**src/rtl/vga_pong_engine.sv**
```systemverilog
// vga_pong_engine: VGA beam timing, registered pixel rendering and a
// frame-synchronous pong game (paddles, ball physics, serve/score FSM).
module vga_pong_engine #(
    parameter int H_ACTIVE      = 640,
    parameter int H_FPORCH      = 16,
    parameter int H_PULSE       = 96,
    parameter int H_BPORCH      = 48,
    parameter int V_ACTIVE      = 480,
    parameter int V_FPORCH      = 10,
    parameter int V_PULSE       = 2,
    parameter int V_BPORCH      = 33,
    parameter int SYNC_POL      = 0,
    parameter int COLOR_BITS    = 3,
    parameter int PADDLE_HALF_H = 30,
    parameter int PADDLE_W      = 10,
    parameter int PADDLE_STEP   = 2,
    parameter int BALL_HALF     = 3,
    parameter int MAX_SPEED     = 6,
    parameter int SERVE_FRAMES  = 60,
    parameter int WIN_SCORE     = 9
) (
    input  logic                  i_Clk,
    input  logic                  i_Rst_n,
    input  logic                  i_Serve,
    input  logic                  i_L_Up,
    input  logic                  i_L_Dn,
    input  logic                  i_R_Up,
    input  logic                  i_R_Dn,
    output logic                  o_VGA_HSync,
    output logic                  o_VGA_VSync,
    output logic [COLOR_BITS-1:0] o_VGA_Red,
    output logic [COLOR_BITS-1:0] o_VGA_Grn,
    output logic [COLOR_BITS-1:0] o_VGA_Blu,
    output logic [3:0]            o_Score_L,
    output logic [3:0]            o_Score_R,
    output logic                  o_Game_Over
);
    localparam int H_TOTAL = H_ACTIVE + H_FPORCH + H_PULSE + H_BPORCH;
    localparam int V_TOTAL = V_ACTIVE + V_FPORCH + V_PULSE + V_BPORCH;
    localparam int CW      = $clog2((H_TOTAL > V_TOTAL) ? H_TOTAL : V_TOTAL);
    localparam int FW      = (SERVE_FRAMES > 1) ? $clog2(SERVE_FRAMES) : 1;

    localparam logic [CW-1:0] C_ONE   = CW'(1);
    localparam logic [CW-1:0] C_HLAST = CW'(H_TOTAL - 1);
    localparam logic [CW-1:0] C_VLAST = CW'(V_TOTAL - 1);
    localparam logic [CW-1:0] C_VTICK = CW'(V_ACTIVE - 1);
    localparam logic [CW-1:0] C_HA    = CW'(H_ACTIVE);
    localparam logic [CW-1:0] C_VA    = CW'(V_ACTIVE);
    localparam logic [CW-1:0] C_HS0   = CW'(H_ACTIVE + H_FPORCH);
    localparam logic [CW-1:0] C_HS1   = CW'(H_ACTIVE + H_FPORCH + H_PULSE);
    localparam logic [CW-1:0] C_VS0   = CW'(V_ACTIVE + V_FPORCH);
    localparam logic [CW-1:0] C_VS1   = CW'(V_ACTIVE + V_FPORCH + V_PULSE);
    localparam logic [CW-1:0] C_PHH   = CW'(PADDLE_HALF_H);
    localparam logic [CW-1:0] C_PW    = CW'(PADDLE_W);
    localparam logic [CW-1:0] C_RPAD  = CW'(H_ACTIVE - PADDLE_W);
    localparam logic [CW-1:0] C_STEP  = CW'(PADDLE_STEP);
    localparam logic [CW-1:0] C_PMAX  = CW'(V_ACTIVE - 1 - PADDLE_HALF_H);
    localparam logic [CW-1:0] C_BH    = CW'(BALL_HALF);
    localparam logic [CW-1:0] C_XC    = CW'(H_ACTIVE / 2);
    localparam logic [CW-1:0] C_YC    = CW'(V_ACTIVE / 2);
    localparam logic [CW-1:0] C_NET0  = CW'(H_ACTIVE / 2 - 1);
    localparam logic [CW-1:0] C_XL    = CW'(PADDLE_W + BALL_HALF);
    localparam logic [CW-1:0] C_XR    = CW'(H_ACTIVE - 1 - PADDLE_W - BALL_HALF);
    localparam logic [CW-1:0] C_YBOT  = CW'(V_ACTIVE - 1 - BALL_HALF);
    localparam logic [CW-1:0] C_HIT   = CW'(PADDLE_HALF_H + BALL_HALF);
    localparam logic [CW-1:0] C_MAXSP = CW'(MAX_SPEED);
    localparam logic [FW-1:0] C_SLAST = FW'(SERVE_FRAMES - 1);
    localparam logic [3:0]    C_WIN   = 4'(WIN_SCORE);
    localparam logic          SP      = (SYNC_POL != 0);

    typedef enum logic [2:0] {S_IDLE, S_SERVE, S_PLAY, S_POINT, S_OVER} state_t;

    state_t                  state_q;
    logic [CW-1:0]           col_q, row_q, col_d, row_d;
    logic [CW-1:0]           pad_l_q, pad_r_q, pad_l_d, pad_r_d;
    logic [CW-1:0]           x_q, y_q, speed_q, speed_up;
    logic                    dx_q, dy_q;          // 1 = right / down
    logic [FW-1:0]           cnt_q;
    logic [3:0]              sl_q, sr_q;
    logic                    go_q, tick, hit_l, hit_r;
    logic                    hs_q, vs_q, hs_d, vs_d;
    logic [COLOR_BITS-1:0]   red_q, grn_q, blu_q, red_d, grn_d, blu_d;

    function automatic logic [CW-1:0] absdiff(input logic [CW-1:0] a, input logic [CW-1:0] b);
        absdiff = (a > b) ? a - b : b - a;
    endfunction

    function automatic logic [CW-1:0] pad_next(input logic [CW-1:0] p, input logic up, input logic dn);
        pad_next = p;
        if (up && !dn)
            pad_next = (p < C_PHH + C_STEP) ? C_PHH : p - C_STEP;
        else if (dn && !up)
            pad_next = (p + C_STEP > C_PMAX) ? C_PMAX : p + C_STEP;
    endfunction

    assign tick     = (col_q == C_HLAST) && (row_q == C_VTICK);
    assign pad_l_d  = pad_next(pad_l_q, i_L_Up, i_L_Dn);
    assign pad_r_d  = pad_next(pad_r_q, i_R_Up, i_R_Dn);
    assign speed_up = (speed_q >= C_MAXSP) ? C_MAXSP : speed_q + C_ONE;
    assign hit_l    = absdiff(y_q, pad_l_q) <= C_HIT;
    assign hit_r    = absdiff(y_q, pad_r_q) <= C_HIT;

    // Beam counter next-state: column wraps, row advances on column wrap
    always_comb begin
        col_d = col_q + C_ONE;
        row_d = row_q;
        if (col_q == C_HLAST) begin
            col_d = '0;
            row_d = (row_q == C_VLAST) ? '0 : row_q + C_ONE;
        end
    end

    // Beam counters
    always_ff @(posedge i_Clk or negedge i_Rst_n) begin
        if (!i_Rst_n) begin
            col_q <= '0;
            row_q <= '0;
        end else begin
            col_q <= col_d;
            row_q <= row_d;
        end
    end

    // Pixel colour and sync for the current beam position
    always_comb begin
        hs_d  = ((col_q >= C_HS0) && (col_q < C_HS1)) ? SP : ~SP;
        vs_d  = ((row_q >= C_VS0) && (row_q < C_VS1)) ? SP : ~SP;
        red_d = '0;
        grn_d = '0;
        blu_d = '0;
        if ((col_q < C_HA) && (row_q < C_VA)) begin
            if ((col_q < C_PW) && (absdiff(row_q, pad_l_q) <= C_PHH)) begin
                red_d = '1;
                grn_d = '1;
            end else if ((col_q >= C_RPAD) && (absdiff(row_q, pad_r_q) <= C_PHH)) begin
                grn_d = '1;
                blu_d = '1;
            end else if ((state_q == S_SERVE || state_q == S_PLAY) &&
                         (absdiff(col_q, x_q) <= C_BH) && (absdiff(row_q, y_q) <= C_BH)) begin
                grn_d = '1;
            end else if ((col_q == C_NET0 || col_q == C_XC) && !row_q[4]) begin
                red_d = '1;
                grn_d = '1;
                blu_d = '1;
            end
        end
    end

    // Registered video outputs, one clock behind the counters
    always_ff @(posedge i_Clk or negedge i_Rst_n) begin
        if (!i_Rst_n) begin
            hs_q  <= ~SP;
            vs_q  <= ~SP;
            red_q <= '0;
            grn_q <= '0;
            blu_q <= '0;
        end else begin
            hs_q  <= hs_d;
            vs_q  <= vs_d;
            red_q <= red_d;
            grn_q <= grn_d;
            blu_q <= blu_d;
        end
    end

    // Paddle positions, updated once per frame
    always_ff @(posedge i_Clk or negedge i_Rst_n) begin
        if (!i_Rst_n) begin
            pad_l_q <= C_YC;
            pad_r_q <= C_YC;
        end else if (tick) begin
            pad_l_q <= pad_l_d;
            pad_r_q <= pad_r_d;
        end
    end

    // Serve/play/score state machine and ball physics, once per frame
    always_ff @(posedge i_Clk or negedge i_Rst_n) begin
        if (!i_Rst_n) begin
            state_q <= S_IDLE;
            x_q     <= C_XC;
            y_q     <= C_YC;
            dx_q    <= 1'b1;
            dy_q    <= 1'b1;
            speed_q <= C_ONE;
            cnt_q   <= '0;
            sl_q    <= '0;
            sr_q    <= '0;
            go_q    <= 1'b0;
        end else if (tick) begin
            case (state_q)
                S_IDLE: begin
                    x_q <= C_XC;
                    y_q <= C_YC;
                    if (i_Serve) begin
                        state_q <= S_SERVE;
                        cnt_q   <= '0;
                    end
                end
                S_SERVE: begin
                    x_q <= C_XC;
                    y_q <= C_YC;
                    if (cnt_q == C_SLAST) begin
                        state_q <= S_PLAY;
                        speed_q <= C_ONE;
                    end else begin
                        cnt_q <= cnt_q + 1'b1;
                    end
                end
                S_PLAY: begin
                    // Vertical and horizontal events are independent; the
                    // paddle hit test uses the pre-move y.
                    if (dy_q && (y_q >= C_YBOT)) begin
                        dy_q <= 1'b0;
                        y_q  <= y_q - C_ONE;
                    end else if (!dy_q && (y_q <= C_BH)) begin
                        dy_q <= 1'b1;
                        y_q  <= y_q + C_ONE;
                    end else begin
                        y_q <= dy_q ? y_q + C_ONE : y_q - C_ONE;
                    end
                    if (!dx_q && (x_q <= C_XL + speed_q)) begin
                        if (hit_l) begin
                            x_q     <= C_XL;
                            dx_q    <= 1'b1;
                            speed_q <= speed_up;
                        end else begin
                            if (sr_q < C_WIN) sr_q <= sr_q + 4'd1;
                            dx_q    <= 1'b0;
                            state_q <= S_POINT;
                        end
                    end else if (dx_q && (x_q + speed_q >= C_XR)) begin
                        if (hit_r) begin
                            x_q     <= C_XR;
                            dx_q    <= 1'b0;
                            speed_q <= speed_up;
                        end else begin
                            if (sl_q < C_WIN) sl_q <= sl_q + 4'd1;
                            dx_q    <= 1'b1;
                            state_q <= S_POINT;
                        end
                    end else begin
                        x_q <= dx_q ? x_q + speed_q : x_q - speed_q;
                    end
                end
                S_POINT: begin
                    x_q   <= C_XC;
                    y_q   <= C_YC;
                    cnt_q <= '0;
                    if (sl_q == C_WIN || sr_q == C_WIN) begin
                        state_q <= S_OVER;
                        go_q    <= 1'b1;
                    end else begin
                        state_q <= S_SERVE;
                    end
                end
                S_OVER: begin
                    x_q <= C_XC;
                    y_q <= C_YC;
                    if (i_Serve) begin
                        sl_q    <= '0;
                        sr_q    <= '0;
                        cnt_q   <= '0;
                        go_q    <= 1'b0;
                        state_q <= S_SERVE;
                    end
                end
                default: state_q <= S_IDLE;
            endcase
        end
    end

    assign o_VGA_HSync = hs_q;
    assign o_VGA_VSync = vs_q;
    assign o_VGA_Red   = red_q;
    assign o_VGA_Grn   = grn_q;
    assign o_VGA_Blu   = blu_q;
    assign o_Score_L   = sl_q;
    assign o_Score_R   = sr_q;
    assign o_Game_Over = go_q;

endmodule

```
**config.mk**
```make
export PLATFORM = sky130hd
export DESIGN_NAME = vga_pong_engine
export DESIGN_NICKNAME = d
export VERILOG_FILES = /design/src/rtl/vga_pong_engine.sv
export SDC_FILE = /design/constraint.sdc
export NUM_CORES = 1
export LEC_CHECK = 0
export ABC_AREA = 1
export BUFFER_PORTS_ARGS = -buffer_cell sky130_fd_sc_hd__buf_2
export CAP_MARGIN = 20
export CELL_PAD_IN_SITES_DETAIL_PLACEMENT = 1
export CELL_PAD_IN_SITES_GLOBAL_PLACEMENT = 2
export CORE_ASPECT_RATIO = 0.5
export CORE_UTILIZATION = 39
export CTS_CLUSTER_DIAMETER = 40
export DETAILED_ROUTE_END_ITERATION = 12
export GPL_TIMING_DRIVEN = 0
export PLACE_DENSITY_LB_ADDON = 0.1
export SYNTH_ARGS = -nofsm -noshare
export SYNTH_HDL_FRONTEND = slang
export SYNTH_SLANG_ARGS = --single-unit
export TNS_END_PERCENT = 100
```
**constraint.sdc**
```tcl
create_clock -name i_Clk -period 6.3 [get_ports i_Clk]
set_input_delay 0.63 -clock i_Clk [delete_from_list [all_inputs] [get_ports i_Clk]]
set_output_delay 0.63 -clock i_Clk [all_outputs]
set_load 0.02 [all_outputs]
```
==> flow_summary.toml <==
[clock_network]
cts.htree.levels = 3
cts_tree = "yes"
postCtsHoldBufs = 0
clock_sinks = 95
postCtsSetupBuffers = 0
root_buffer = "clkbuf_16"
clk_latency_ps = 380
clockBufferDepth = 2
cts_resized = 0
cts_buffers = 9
path_clk_slew_ps = 70

[sta]
min_period_ps = 3780
fin_skew_ps = 9.67
fin_hold_ws_ps = 250
slew_violations = 0
worst_slew_pin_slew_ps = 840
fin_setup_tns_ps = 0
report.final.setup_viol = 0
fin_ws_ps = 2520
rsz0062_at_grt = "false"
fin_crit_sh_pct = 59.9
hold_viol = 0
max_freq_ghz = 0.265
relSlewSlack_pct = 43.4

[grt]
track_usage_pct = 26.9
grt_pass1_wl_um = 74700
grt_overflow = 0
grt_max_degree = 55
grt_pass1_vias = 13800
grt_antenna_before_repair = 0

[floorplan]
die_w_um = 263
pin_count = 27
initial_core_util_pct = 39.9
die_y_um = 133
fp-row-count = 47
core_mm2 = 0.0333
die_area_mm2 = 0.0349

[synthesis]
synth_area_per_cell_um2 = 6.22
synth_cells = 2140
ys_ff_latch = 95
yosysSeqAreaShare_pct = 18.0
synth_top_cell_by_area = "nand2_1"
synth_area_mm2 = 0.0133
synth_fp_nets = 2325
synthTopCellsByArea = "nand2_1, ha_1, dfrtp_1"
ys.flop_type = "dfrtp_1"
synthDistinctLibCells = 53
synth_edf_count = 0
yosysWarnings = 0
synth_most_common_cell = "nand2_1"
synth_top_cell_area_share_pct = 17.4
yosys-top-cells-count = "nand2_1, inv_1, nor2_1, nand3_1, ha_1"
async_flop_share_pct = 100

[place]
place_congestion = 0.903
pre_cts_ws_ps = 2570
io_buffer_count = 26
dp_hpwl_um = 38400

[worst_setup_path]
crit_top_cell = "inv_1"
cp.arrival_ps = 4030
cp_max_fo = 8
start_kind = "flop"
cpLargestDelayFamily = "simple AND/OR/NAND/NOR gates"
crit_buf_inv = 3
crit_chain = "inv_1, ha_1, inv_1, fa_1, inv_1, o21ai_1, a21oi_1, nor2_1, a21oi_1, nand3_1, nand3_1, nand2_1, nor2_2, nor2_1"
cp.required_ps = 6550
cp-end-kind = "flop"
slowest_stage = "dfrtp_1"
slowest_delay_ps = 570
criticalPathCategory = "reg -> reg"

[final_layout]
n_antenna_cell = 0
multi_input_area_mm2 = 0.00953
fillerInstances = 4615
fin_nets = 2363
seq_area_mm2 = 0.00240
drive_gt1_share_pct = 5.86
synthToLayoutAreaGrowth_pct = 7.57

[route]
routed_wl_um = 46500
vias_per_cell = 5.24
drtAntennaViolNets = 0
dr.pass1.iters = 5
drc = 0
routedWlPerCell_um = 17.7
drtIter0Drc = 797
dr_total_vias = 13800

[power]
p_leak_nw = 7.72
power.density_mw_per_mm2 = 115
ir_drop_v = 0.000121

[hold_path]
hold_path_class = "in -> async"

[run_status]
status = "finished clean"

[run]
maxCapViolCount = 0
-- cell type report --
class	count	share of cell area, %
clock buffers	11	1.62
plain buffers	41	1.61
repair buffers	27	1.12
inverters	308	8.07
multi-input cells	1696	66.5
flip-flops and latches	95	16.8
well taps	441	3.85
clock inverters	5	0.445
-- per-layer routing --
metal,track usage (%),share of wire [%]
met5,0,0
met4,5.07,1.1
met3,3.42,3.0
met2,43.4,44
met1,38.6,52
-- registers in the layout (all words and copies together), names as in the netlist --
name	flops
cnt_q	6
col_q	10
dx_q	1
dy_q	1
o_Game_Over	1
o_Score_L	4
o_Score_R	4
o_VGA_Blu	1
o_VGA_Grn	1
o_VGA_HSync	1
o_VGA_Red	1
o_VGA_VSync	1
pad_l_q	10
pad_r_q	10
row_q	10
speed_q	10
state_q	3
x_q	10
y_q	10
-- placed cells by master, fill, tap and decap left out, drive strengths merged, types with 7 or more instances in the layout --
cell type	Yosys	final
a21oi	129	129
a31oi	9	9
buf	29	56
clkbuf	12	23
dfrtp	76	76
dfstp	19	19
fa	14	14
ha	164	164
inv	306	309
nand2	620	620
nand3	180	180
nand3b	10	10
nand4	36	36
nor2	239	239
nor3	37	37
nor4	13	13
o211ai	14	14
o21ai	96	96
o21bai	10	10
o22ai	7	7
xnor2	10	10
xor2	74	74
-- path summary, 6_finish.rpt --
kind / start / to / slack, ps / depth (start not counted)
max: y_q[0] / speed_q[7] / 2520 / 14
min: i_Rst_n / o_Score_R[1] / 250 / 1
max reg2reg: y_q[0] / speed_q[7] / 2520 / 14
min reg2reg: o_Game_Over / o_Game_Over / 490 / 1
max in group asynchronous: i_Rst_n / pad_r_q[7] / 5270 / 2
min in group i_Clk: o_Game_Over / o_Game_Over / 490 / 1
-- stage by stage --
step | cells | power, mW | util [%] | instance area (µm²)
detailed placement | 2608 | 1.07 | 42.1 | 14000
finish | 2624 | 1.65 | 43.0 | 14300
global route | 2624 | 1.74 | 43.0 | 14300
floorplan | 2140 | 0.944 | - | 13300
CTS | 2624 | 1.66 | 43.0 | 14300
global placement | 2607 | 1.06 | 42.0 | 14000
-- report_power, final --
part	total (mW)	switching, mW	internal (mW)
clock	0.590	0.277	0.314
sequential	0.653	0.0269	0.626
combinational	0.406	0.271	0.135
-- cell families after synthesis --
logic type / after synthesis / synth area share (%)
XOR/XNOR: 84 / 5.52
flip-flops: 95 / 18.0
AO/OA/AOI/OAI: 291 / 12.2
AND/OR/NAND/NOR: 1143 / 36.3
adder cells (fa/ha/maj): 178 / 17.5
buffers and inverters: 349 / 10.4
No activity file was read; power rests on OpenSTA's default activity.
